==> src/rtl/press_classifier_if.sv <==
// Button gesture bus: conditioned edge pulses in, classified events and status out.
interface press_classifier_if;
  logic       rising;
  logic       falling;
  logic       short_press;
  logic       long_press;
  logic       double_press;
  logic       hold_active;
  logic       busy;
  logic [7:0] press_count;

  modport master (
    output rising, falling,
    input  short_press, long_press, double_press, hold_active, busy, press_count
  );

  modport slave (
    input  rising, falling,
    output short_press, long_press, double_press, hold_active, busy, press_count
  );
endinterface

==> src/rtl/press_classifier.sv <==
// Classifies debounced button edge pulses into short, long and double press events.
module press_classifier #(
  parameter int unsigned LONG_T   = 16,
  parameter int unsigned DCLICK_T = 8,
  parameter int unsigned CW       = 8
) (
  input logic               clk,
  input logic               reset,
  press_classifier_if.slave btn
);

  typedef enum logic [2:0] {
    StIdle,
    StPressed,
    StLongHeld,
    StWaitSecond,
    StPressed2
  } state_e;

  localparam logic [CW-1:0] LongLast   = CW'(LONG_T - 1);
  localparam logic [CW-1:0] DclickLast = CW'(DCLICK_T - 1);
  localparam logic [CW-1:0] CntOne     = CW'(1);

  state_e        state_q, state_d;
  logic [CW-1:0] cnt_q, cnt_d;
  logic [7:0]    count_q, count_d;
  logic          short_q, short_d;
  logic          long_q, long_d;
  logic          double_q, double_d;
  logic          hold_q, hold_d;
  logic          busy_q, busy_d;

  always_comb begin
    state_d  = state_q;
    cnt_d    = cnt_q;
    count_d  = count_q;
    short_d  = 1'b0;
    long_d   = 1'b0;
    double_d = 1'b0;

    // Simultaneous edges carry no usable gesture information; freeze everything.
    if (!(btn.rising && btn.falling)) begin
      unique case (state_q)
        StIdle: begin
          if (btn.rising) begin
            state_d = StPressed;
            cnt_d   = '0;
            count_d = count_q + 8'd1;
          end
        end
        StPressed: begin
          if (btn.falling) begin
            state_d = StWaitSecond;
            cnt_d   = '0;
          end else if (cnt_q == LongLast) begin
            long_d  = 1'b1;
            state_d = StLongHeld;
          end else begin
            cnt_d = cnt_q + CntOne;
          end
        end
        StLongHeld: begin
          if (btn.falling) begin
            state_d = StIdle;
          end
        end
        StWaitSecond: begin
          if (btn.rising) begin
            state_d = StPressed2;
            cnt_d   = '0;
            count_d = count_q + 8'd1;
          end else if (cnt_q == DclickLast) begin
            short_d = 1'b1;
            state_d = StIdle;
          end else begin
            cnt_d = cnt_q + CntOne;
          end
        end
        StPressed2: begin
          if (btn.falling) begin
            double_d = 1'b1;
            state_d  = StIdle;
          end else if (cnt_q != '1) begin
            cnt_d = cnt_q + CntOne;
          end
        end
        default: state_d = StIdle;
      endcase
    end

    busy_d = (state_d != StIdle);
    hold_d = (state_d == StLongHeld);
  end

  always_ff @(posedge clk) begin
    if (reset) begin
      state_q  <= StIdle;
      cnt_q    <= '0;
      count_q  <= '0;
      short_q  <= 1'b0;
      long_q   <= 1'b0;
      double_q <= 1'b0;
      hold_q   <= 1'b0;
      busy_q   <= 1'b0;
    end else begin
      state_q  <= state_d;
      cnt_q    <= cnt_d;
      count_q  <= count_d;
      short_q  <= short_d;
      long_q   <= long_d;
      double_q <= double_d;
      hold_q   <= hold_d;
      busy_q   <= busy_d;
    end
  end

  assign btn.short_press  = short_q;
  assign btn.long_press   = long_q;
  assign btn.double_press = double_q;
  assign btn.hold_active  = hold_q;
  assign btn.busy         = busy_q;
  assign btn.press_count  = count_q;

endmodule
==> src/flat_wrapper.sv <==
// flat-port wrapper written by rule: the top's interface ports become plain ports
module press_classifier_flat 
#(
  parameter int unsigned LONG_T   = 16,
  parameter int unsigned DCLICK_T = 8,
  parameter int unsigned CW       = 8
)
  (clk, reset, btn_rising, btn_falling, btn_short_press, btn_long_press, btn_double_press, btn_hold_active, btn_busy, btn_press_count);
  press_classifier_if btn_i ();
  input logic clk;
  input logic reset;
  input wire logic [$bits(btn_i.rising)-1:0] btn_rising;
  input wire logic [$bits(btn_i.falling)-1:0] btn_falling;
  output wire logic [$bits(btn_i.short_press)-1:0] btn_short_press;
  output wire logic [$bits(btn_i.long_press)-1:0] btn_long_press;
  output wire logic [$bits(btn_i.double_press)-1:0] btn_double_press;
  output wire logic [$bits(btn_i.hold_active)-1:0] btn_hold_active;
  output wire logic [$bits(btn_i.busy)-1:0] btn_busy;
  output wire logic [$bits(btn_i.press_count)-1:0] btn_press_count;
  assign btn_i.rising = btn_rising;
  assign btn_i.falling = btn_falling;
  assign btn_short_press = btn_i.short_press;
  assign btn_long_press = btn_i.long_press;
  assign btn_double_press = btn_i.double_press;
  assign btn_hold_active = btn_i.hold_active;
  assign btn_busy = btn_i.busy;
  assign btn_press_count = btn_i.press_count;
  press_classifier #(.LONG_T(LONG_T), .DCLICK_T(DCLICK_T), .CW(CW)) u_core (.clk(clk), .reset(reset), .btn(btn_i));
endmodule
==> config.mk <==
export PLATFORM = sky130hd
export DESIGN_NAME = press_classifier_flat
export DESIGN_NICKNAME = d
export VERILOG_FILES = /design/src/rtl/press_classifier_if.sv /design/src/rtl/press_classifier.sv /design/src/flat_wrapper.sv
export SDC_FILE = /design/constraint.sdc
export NUM_CORES = 1
export LEC_CHECK = 0
export ABC_CLOCK_PERIOD_IN_PS = 2000
export BUFFER_PORTS_ARGS = -buffer_cell sky130_fd_sc_hd__buf_2
export CAP_MARGIN = 5
export CORE_ASPECT_RATIO = 0.7
export CORE_UTILIZATION = 50
export CTS_BUF_LIST = sky130_fd_sc_hd__clkbuf_2 sky130_fd_sc_hd__clkbuf_4 sky130_fd_sc_hd__clkbuf_8
export DETAILED_ROUTE_END_ITERATION = 8
export GPL_ROUTABILITY_DRIVEN = 0
export HOLD_SLACK_MARGIN = 0.05
export PLACE_DENSITY = 0.67
export SLEW_MARGIN = 20
export SYNTH_ARGS = -nofsm -noshare
export SYNTH_HDL_FRONTEND = slang
export SYNTH_SLANG_ARGS = --single-unit
==> constraint.sdc <==
create_clock -name clk -period 2 [get_ports clk]
set_input_delay 0.1 -clock clk [delete_from_list [all_inputs] [get_ports clk]]
set_output_delay 0.1 -clock clk [all_outputs]
set_load 0.005 [all_outputs]
==> impl_results.md, run 1 <==
* Clock Skew at 1.22 ps
* Hold Crit Start: btn_rising
* Worst R2R Path Depth at 7
* Status: finished clean
* DRT antenna net count at 0
* H-tree lvl count at 1
* WL met3 at 108 µm
* Reg clk slew, reported paths at 90 ps
* Slew of the pin with the lowest slew margin at between 400 and 500 ps
* GRT overflow at 0
* Top post-synthesis cells by area: dfxtp_1 (36%), nor2_1 (4.8%), a311oi_1 (3.9%)
* Hold Fails Final Rpt at 0
* Post-synth ARST share at 0%
* Vias at between 1000 and 1500
* Flop-to-flop setup slack at 150 ps
* Top cells by instance count after synthesis: dfxtp_1 (24), nor2_1 (17), nand2_1 (9)
* Met1 WL at about 1.5 mm
* Met2 WL post-DR at 1.18 mm
* Total negative setup slack at 0 ps
* Routed wire length at 2.75 mm
* Via density per instance at 5.91
* Die X at between 60 and 70 µm
* Cell chosen for the clock root: clkbuf_8
* Slew Viols, Final at 0
* Worst-Skew Late Latency at 260 ps
* Hold buffer count at CTS at 0
* Final hold slack at 179 ps
* Tcrit/Tclk final at 92.7%
* Final net count at about 170
* Mapped Area at 1340 µm²
* Number of flops mapped to enable cells by yosys at 0
* Syn_area_per_cell at ~9 µm²
* Hold Path Depth at 2
* Clock buffer depth at 2
* Cell with the most instances after synthesis: dfxtp_1
* Flops & latches, synth at 24
* Multi-input gate area at ~790 µm²
* Die H at around 45 µm
* Die area at 2890 µm²
* Area grow syn2layout at 12.4%
* Filler cells at between 200 and 250
* Register area share after synthesis at a little over a third
* Post-synth top area share at roughly 36%
* Initial antenna violation count at 0
* CTS tree: done
* Rel. slew slack at between 60% and 70%
* First-pass DRT Iterations at 4
* Max cap viols at 0
* Seq. cell area at 482 µm²
* Number of diodes at 0
* Vias in the first global route at 999
* R2r endpoint: u_core.cnt_q[4]
* Pleak at 0.577 nW
* Max Freq at about 540 MHz
* Main flop type after synthesis: dfxtp_1
* Ports at 17
* Final Util at 60.4%
* Post-Syn Instances at 152
* CP Capture Type: register
* Post-Layout Cell Count at 198
* RR Startpoint: u_core.cnt_q[0]
* Total power at 1.02 mW
* Yosys cell types at 48
* Largest net degree at the start of global routing at 22
* Top Layer Used: met4
* Layout cells sized above 1 at a little over a fifth
* Ys Warns at 0
* Port bufs at 16
* CP Launch Type: register
* Peak VDD IR at 0.419 mV
* Clk sinks at 24
* Class of the worst hold path: in -> reg
* Placed insts at 194
* HPWL after detailed placement at 1.94 mm
* CP Class: reg -> reg
* Inserted Clock Buffers at 3
* Post-synth net total at around 160
* All-Layer GR Usage at 20.8%
* Hold EP: u_core.btn.double_press
* DRC Markers at 0
* RSZ-0062 raised after global routing: false
* Rows at 15
* 1st-iter DRT viols at 90
* Area leader, netlist: dfxtp_1
* Arr. time, crit path at 2030 ps
* Req. time, crit path at 2180 ps
* Cell area power density at 678 nW/µm²
* Core ar. at about 2500 µm²
* Min cycle time layout at 1850 ps
* Crit Path Max Fanout at 13
* DR WL/cell at 13.9 µm
* Final setup vio count at 0
* First-pass GRT wire length at 4.61 mm
* Initial Util at 53.7%
==> critical path, stage by stage (launching register included) <==
cell and delay [ps]:
dfxtp_1 350, ha_1 250, and2_2 250, o2111a_1 130, a211oi_2 220, buf_6 180
a41oi_1 120, a311oi_1 250
==> cell families (layout without fill, tap and decap cells) <==
family	Yosys count	count (layout)	share of synthesized area (%)
AO/OA/AOI/OAI	34	34	19.6
XOR/XNOR	7	7	4.58
adder cells (fa/ha/maj)	2	2	1.87
buffers and inverters	14	26	5.60
flip-flops	24	24	35.9
multiplexers	2	2	1.49
AND/OR/NAND/NOR	69	69	31.0
==> how the worst max path moves through the flow <==
stage                    start                endpoint  depth (start not counted)
2_1_floorplan  u_core.cnt_q[0]         u_core.cnt_q[3]                          8
3_3_place_gp   u_core.cnt_q[0]  u_core.btn.hold_active                          6
3_5_place_dp   u_core.cnt_q[0]  u_core.btn.hold_active                          6
4_1_cts        u_core.cnt_q[0]         u_core.cnt_q[7]                          7
5_1_grt        u_core.cnt_q[0]         u_core.cnt_q[2]                          7
6_report       u_core.cnt_q[0]         u_core.cnt_q[4]                          7
==> routing by layer <==
layer,vias up,GRT usage (%)
met5,-,0
met4,0,3.64
met3,2,5.56
met2,26,33.4
met1,558,28.6
li1,585,-
==> cell usage in the layout (no fill, tap or decap), types with 3 or more instances in the layout <==
| cell | instances |
|---|---|
| nand4_1 | 5 |
| nand3_1 | 7 |
| a311oi_1 | 5 |
| a31oi_1 | 3 |
| buf_2 | 16 |
| inv_1 | 3 |
| nand2b_1 | 4 |
| dfxtp_1 | 23 |
| o21ai_0 | 5 |
| nor2b_1 | 3 |
| clkbuf_8 | 3 |
| nand2_1 | 9 |
| nor2_1 | 17 |
| xor2_1 | 6 |
| a21oi_1 | 7 |
| and3_1 | 3 |
==> timing repair <==
action | in CTS | in global routing
gates resized for setup | 0 | 5
setup endpoints to repair | 0 | 3
setup buffers | 0 | 0
==> layout make-up <==
class | instances | area share (%)
clock inverters | 1 | 1.99
well taps | 34 | 2.82
clock buffers | 3 | 2.74
multi-input cells | 114 | 52.7
flip-flops and latches | 24 | 32.0
repair buffers | 19 | 7.06
inverters | 3 | 0.748
==> registers in the layout (all words and copies together) (netlist names) <==
name / flops
u_core.btn.busy: 1
u_core.btn.double_press: 1
u_core.btn.hold_active: 1
u_core.btn.long_press: 1
u_core.btn.press_count: 8
u_core.btn.short_press: 1
u_core.cnt_q: 8
u_core.state_q: 3
==> where the power goes <==
| group | switching [mW] | total (mW) | internal, mW |
|---|---|---|---|
| Clock | 0.157 | 0.424 | 0.267 |
| Combinational | 0.0591 | 0.0964 | 0.0373 |
| Sequential | 0.0143 | 0.500 | 0.485 |
==> through the flow <==
stage                     worst slack (ps)  instance area (µm²)
after floorplan                        199                 1340
after global placement                 162                 1420
after detailed placement               134                 1420
after CTS                             95.9                 1490
after global routing                  39.6                 1510
final                                  147                 1510
Note: power is estimated with default switching activity, not from simulation.
==> run 2, diff against run 1 <==
Settings changed: CELL_PAD_IN_SITES_DETAIL_PLACEMENT from default to 0, CELL_PAD_IN_SITES_GLOBAL_PLACEMENT from default to 1, CORE_UTILIZATION 50 to 45, PLACE_DENSITY 0.67 to 0.78.
==> impl_results.md, run 2 (same netlist as run 1, synthesis figures left out) <==
* Status: finished clean
* DR WL/cell at 13.7 µm
* Req. time, crit path at 2190 ps
* Flop-to-flop setup slack at 110 ps
* Area grow syn2layout at 10.5%
* Min cycle time layout at 1890 ps
* Crit Path Max Fanout at 13
* Port bufs at 16
* R2r endpoint: u_core.cnt_q[4]
* Worst R2R Path Depth at 7
* Hold Fails Final Rpt at 0
* H-tree lvl count at 1
* Die X at 67.2 µm
* Rows at 16
* CP Launch Type: register
* Inserted Clock Buffers at 3
* Class of the worst hold path: in -> reg
* Worst-Skew Late Latency at 280 ps
* Via density per instance at approximately 5.7
* Peak VDD IR at ~0.35 mV
* Slew of the pin with the lowest slew margin at 496 ps
* DRC Markers at 0
* Routed wire length at approximately 2.7 mm
* Max Freq at around 530 MHz
* Ports at 17
* Max cap viols at 0
* Post-Layout Cell Count at 199
* Clk sinks at 24
* Total power at about 930 µW
* Hold buffer count at CTS at 0
* Commonest non-fill, non-tap cells in the layout: dfxtp_1 (24), nor2_1 (17), buf_2 (16), nand2_1 (9)
* First-pass DRT Iterations at 4
* CP Class: reg -> reg
* Final net count at 170
* DP Area at 1420 µm²
* Largest net degree at the start of global routing at 22
* Die H at 47.7 µm
* CTS tree: done
* Die area at roughly 3200 µm²
* Post-CTS setup buffer count at 0
* RSZ-0062 raised after global routing: false
* First-pass GRT wire length at 4.38 mm
* Tcrit/Tclk final at 94.3%
* 1st-iter DRT viols at 77
* GRT overflow at 0
* Clock buffer depth at 2
* Number of diodes at 0
* Initial antenna violation count at 0
* Worst Setup SP: u_core.cnt_q[0]
* CP Capture Type: register
* Arr. time, crit path at 2070 ps
* Core ar. at 2800 µm²
* Slew Viols, Final at 0
* Reg clk slew, reported paths at 80 ps
* Critical Path Sink: u_core.cnt_q[4]
* RR Startpoint: u_core.cnt_q[0]
* Cell area power density at between 600 and 700 nW/µm²
* All-Layer GR Usage at approximately a fifth
* Initial Util at 47.8%
* Layout cells sized above 1 at 20.2%
* Rel. slew slack at 66.7%
* Cell chosen for the clock root: clkbuf_8
* Clock Skew at ~4 ps
* Final hold slack at 164 ps
* Pleak at 0.563 nW
* Total negative setup slack at 0 ps
* Placed insts at between 150 and 200
* Vias in the first global route at 899
* DRT antenna net count at 0
* Filler cells at 268
* Most common cell after layout, fill and taps aside: dfxtp_1
* Vias at between 1000 and 1500
* Final setup vio count at 0
* Post-route cell area at ~1500 µm²
* HPWL after detailed placement at 1.92 mm
==> run 2: metal layers <==
metal	part of all wire, %	routed length [µm]	vias up	global-route usage [%]
met4	0.77	21	0	5.11
met5	0	0	-	0
li1	-	-	579	-
met2	40	1100	22	26.6
met1	54	1480	522	27.7
met3	4.8	132	3	5.71
==> run 2: area by class of cell <==
cell class	instances	area (µm²)	area share, %
Sequential cell	24	480	32.5
Inverter	3	11.3	0.761
Multi-Input combinational cell	114	793	53.6
Clock buffer	4	55.1	3.72
Tap cell	36	45.0	3.04
Timing Repair Buffer	18	95.1	6.42
==> run 2: how the worst min path moves through the flow <==
stage                    start                endpoint  cells after the start
floorplan                reset       u_core.state_q[2]                      1
global placement    btn_rising  u_core.btn.short_press                      2
detailed placement  btn_rising  u_core.btn.short_press                      2
CTS                 btn_rising  u_core.btn.short_press                      2
global route        btn_rising  u_core.btn.short_press                      2
finish              btn_rising  u_core.btn.short_press                      2
==> run 2: critical path, cell delays in order, from the launching register on <==
cell and delay [ps]:
dfxtp_1 350, ha_1 260, and2_2 270, o2111a_1 140, a211oi_2 180, buf_4 220
a41oi_1 130, a311oi_1 250
==> run 2: per-stage QoR <==
stage / utilization (%) / setup WS, ps
2_1_floorplan: - / 199
3_3_place_gp: 50.5 / 162
3_5_place_dp: 50.5 / 140
4_1_cts: 52.5 / 110
5_1_grt: 52.8 / 8.23
6_report: 52.8 / 115
==> run 2: power by group <==
group	total, mW	leakage (nW)	internal, mW	switching [mW]
clock	0.336	0.0288	0.176	0.160
sequential	0.498	0.194	0.485	0.0129
combinational	0.0920	0.340	0.0342	0.0578
total	0.927	0.563	0.696	0.231
==> run 2: timing repair <==
item,in CTS,in global routing
setup endpoints to repair,0,4
resized for setup,0,3
endpoints found under the hold margin,0,0
==> run 3, diff against run 2 <==
Settings changed: ABC_AREA from default to 1, CORE_UTILIZATION 45 to 42, PLACE_DENSITY 0.78 to 0.79.
==> impl_results.md, run 3 <==
* Status: finished clean
* Total negative setup slack at 0 ps
* CP Capture Type: register
* Post-Layout Cell Count at 261
* Die area at 3470 µm²
* Area leader, netlist: dfxtp_1
* DRC Markers at 0
* Resized Gates After CTS at 0
* Vias in the first global route at 1131
* Placed insts at 258
* Cell with the most instances after synthesis: nand2_1
* Clock buffer depth at 2
* Core ar. at 2940 µm²
* Max cap viols at 0
* Hold EP: u_core.btn.double_press
* Die H at around 50 µm
* Clk sinks at 24
* Yosys cell types at 27
* R2r endpoint: u_core.btn.busy
* Inserted Clock Buffers at 3
* CP Launch Type: register
* Most common cell after layout, fill and taps aside: nand2_1
* Initial Util at 46.2%
* Max Freq at 579 MHz
* Initial antenna violation count at 0
* DRT antenna net count at 0
* Register area share after synthesis at 35.3%
* Number of flops mapped to enable cells by yosys at 0
* DR WL/cell at 11.9 µm
* Slew Viols, Final at 0
* Main flop type after synthesis: dfxtp_1
* Mapped Area at 1360 µm²
* Largest net degree at the start of global routing at 13
* Final setup vio count at 0
* Top cells by instance count after synthesis: nand2_1 (51), inv_1 (30), nor2_1 (26)
* Number of diodes at 0
* 1st-iter DRT viols at 56
* Min cycle time layout at 1730 ps
* All-Layer GR Usage at 19.3%
* Port bufs at 16
* Vias at 1336
* Post-synth net total at 216
* Hold Crit Start: btn_rising
* Ys Warns at 0
* Top post-synthesis cells by area: dfxtp_1 (35%), nand2_1 (14%), inv_1 (8.3%)
* Tcrit/Tclk final at roughly 86%
* Ports at 17
* Commonest non-fill, non-tap cells in the layout: nand2_1 (51), inv_1 (30), nor2_1 (26), dfxtp_1 (24), a21oi_1 (17)
* Pleak at 0.721 nW
* CTS tree: done
* Flop-to-flop setup slack at 270 ps
* Post-Syn Instances at 210
* Peak VDD IR at roughly 0.28 mV
* Final net count at 233
* Post-CTS setup buffer count at 0
* Final hold slack at about 120 ps
* First-pass GRT wire length at 5.30 mm
* Layout cells sized above 1 at 14.7%
* Die X at 70.0 µm
* Area grow syn2layout at 10.5%
* GRT overflow at 0
* Req. time, crit path at roughly 2200 ps
* RR Startpoint: u_core.cnt_q[0]
* First-pass DRT Iterations at 4
* Reg clk slew, reported paths at 80 ps
* Syn_area_per_cell at 6.48 µm²
* Hold Fails Final Rpt at 0
* Arr. time, crit path at ~1900 ps
* Crit Path Max Fanout at 4
* Rel. slew slack at 71.1%
* Class of the worst hold path: in -> reg
* Hold buffer count at CTS at 0
* Rows at 16
* Flops & latches, synth at 24
* Via density per instance at 5.12
* HPWL after detailed placement at 2.39 mm
* Cell chosen for the clock root: clkbuf_8
* Post-synth top area share at around a third
* Clock Skew at 4.25 ps
* Final Util at 51.1%
* Slew of the pin with the lowest slew margin at 434 ps
* Worst-Skew Late Latency at approximately 270 ps
* Worst R2R Path Depth at 8
* H-tree lvl count at 1
* CP Class: reg -> reg
* Cell area power density at between 600 and 700 nW/µm²
* Routed wire length at 3.09 mm
* Post-synth ARST share at 0%
* RSZ-0062 raised after global routing: false
* Hold Path Depth at 2
run 3: cell types whose count changed in the layout (fill, tap and decap cells not counted), moves of 5 or more:
cell	change
nand2_1	+42
xor2_1	-6
a311oi_1	-5
o21ai_0	+6
nand3_1	+8
a21oi_1	+10
nor2_1	+9
inv_1	+27
run 3: per-stage QoR:
step	worst slack, ps	total power [mW]	instance area (µm²)
6_report	273	0.921	1500
5_1_grt	86.8	0.974	1500
4_1_cts	313	0.926	1500
3_5_place_dp	333	0.645	1460
3_3_place_gp	320	0.643	1460
2_1_floorplan	615	0.613	1360
run 3: where the power goes:
group | internal (mW) | total, mW | switching [mW]
sequential | 0.490 | 0.502 | 0.0121
clock | 0.135 | 0.286 | 0.151
combinational | 0.0422 | 0.133 | 0.0907
run 3: logic make-up after synthesis:
group / synth area share (%)
xor+xnor: 0.644
fa+ha+maj: 1.84
compound gates: 12.0
flops: 35.3
buf+inv: 10.3
simple gates: 39.9
run 3: layout make-up:
class                   count  area, µm²
fillers                   306       1440
multi-input cells         151        739
flip-flops and latches     24        480
inverters                  31        116
repair buffers             16       80.1
well taps                  36       45.0
clock buffers               3       41.3
run 3: how the worst max path moves through the flow:
stage | startpoint | endpoint | slack [ps] | cells after the start
floorplan | u_core.cnt_q[0] | u_core.cnt_q[1] | 610 | 11
global placement | u_core.cnt_q[0] | u_core.btn.busy | 320 | 8
detailed placement | u_core.cnt_q[0] | u_core.btn.busy | 330 | 8
CTS | u_core.cnt_q[0] | u_core.btn.busy | 310 | 8
global route | u_core.cnt_q[0] | u_core.btn.busy | 90 | 8
finish | u_core.cnt_q[0] | u_core.btn.busy | 270 | 8
run 3: metal layers:
layer	global-route usage, %	wire length [µm]	vias up
met5	0	0	-
met4	3.67	21	0
met3	4.91	178	5
met2	27.4	1270	42
met1	29.2	1620	586
li1	-	-	703
run 3: worst max-delay path: stages, from the launching register on:
cell and delay, ps:
dfxtp_1 370, ha_1 230, nand3_1 130, o21ai_0 290, nand2_1 70, o21ai_0 260, nand2_1 120, nand2_1 90
nand2_1 60
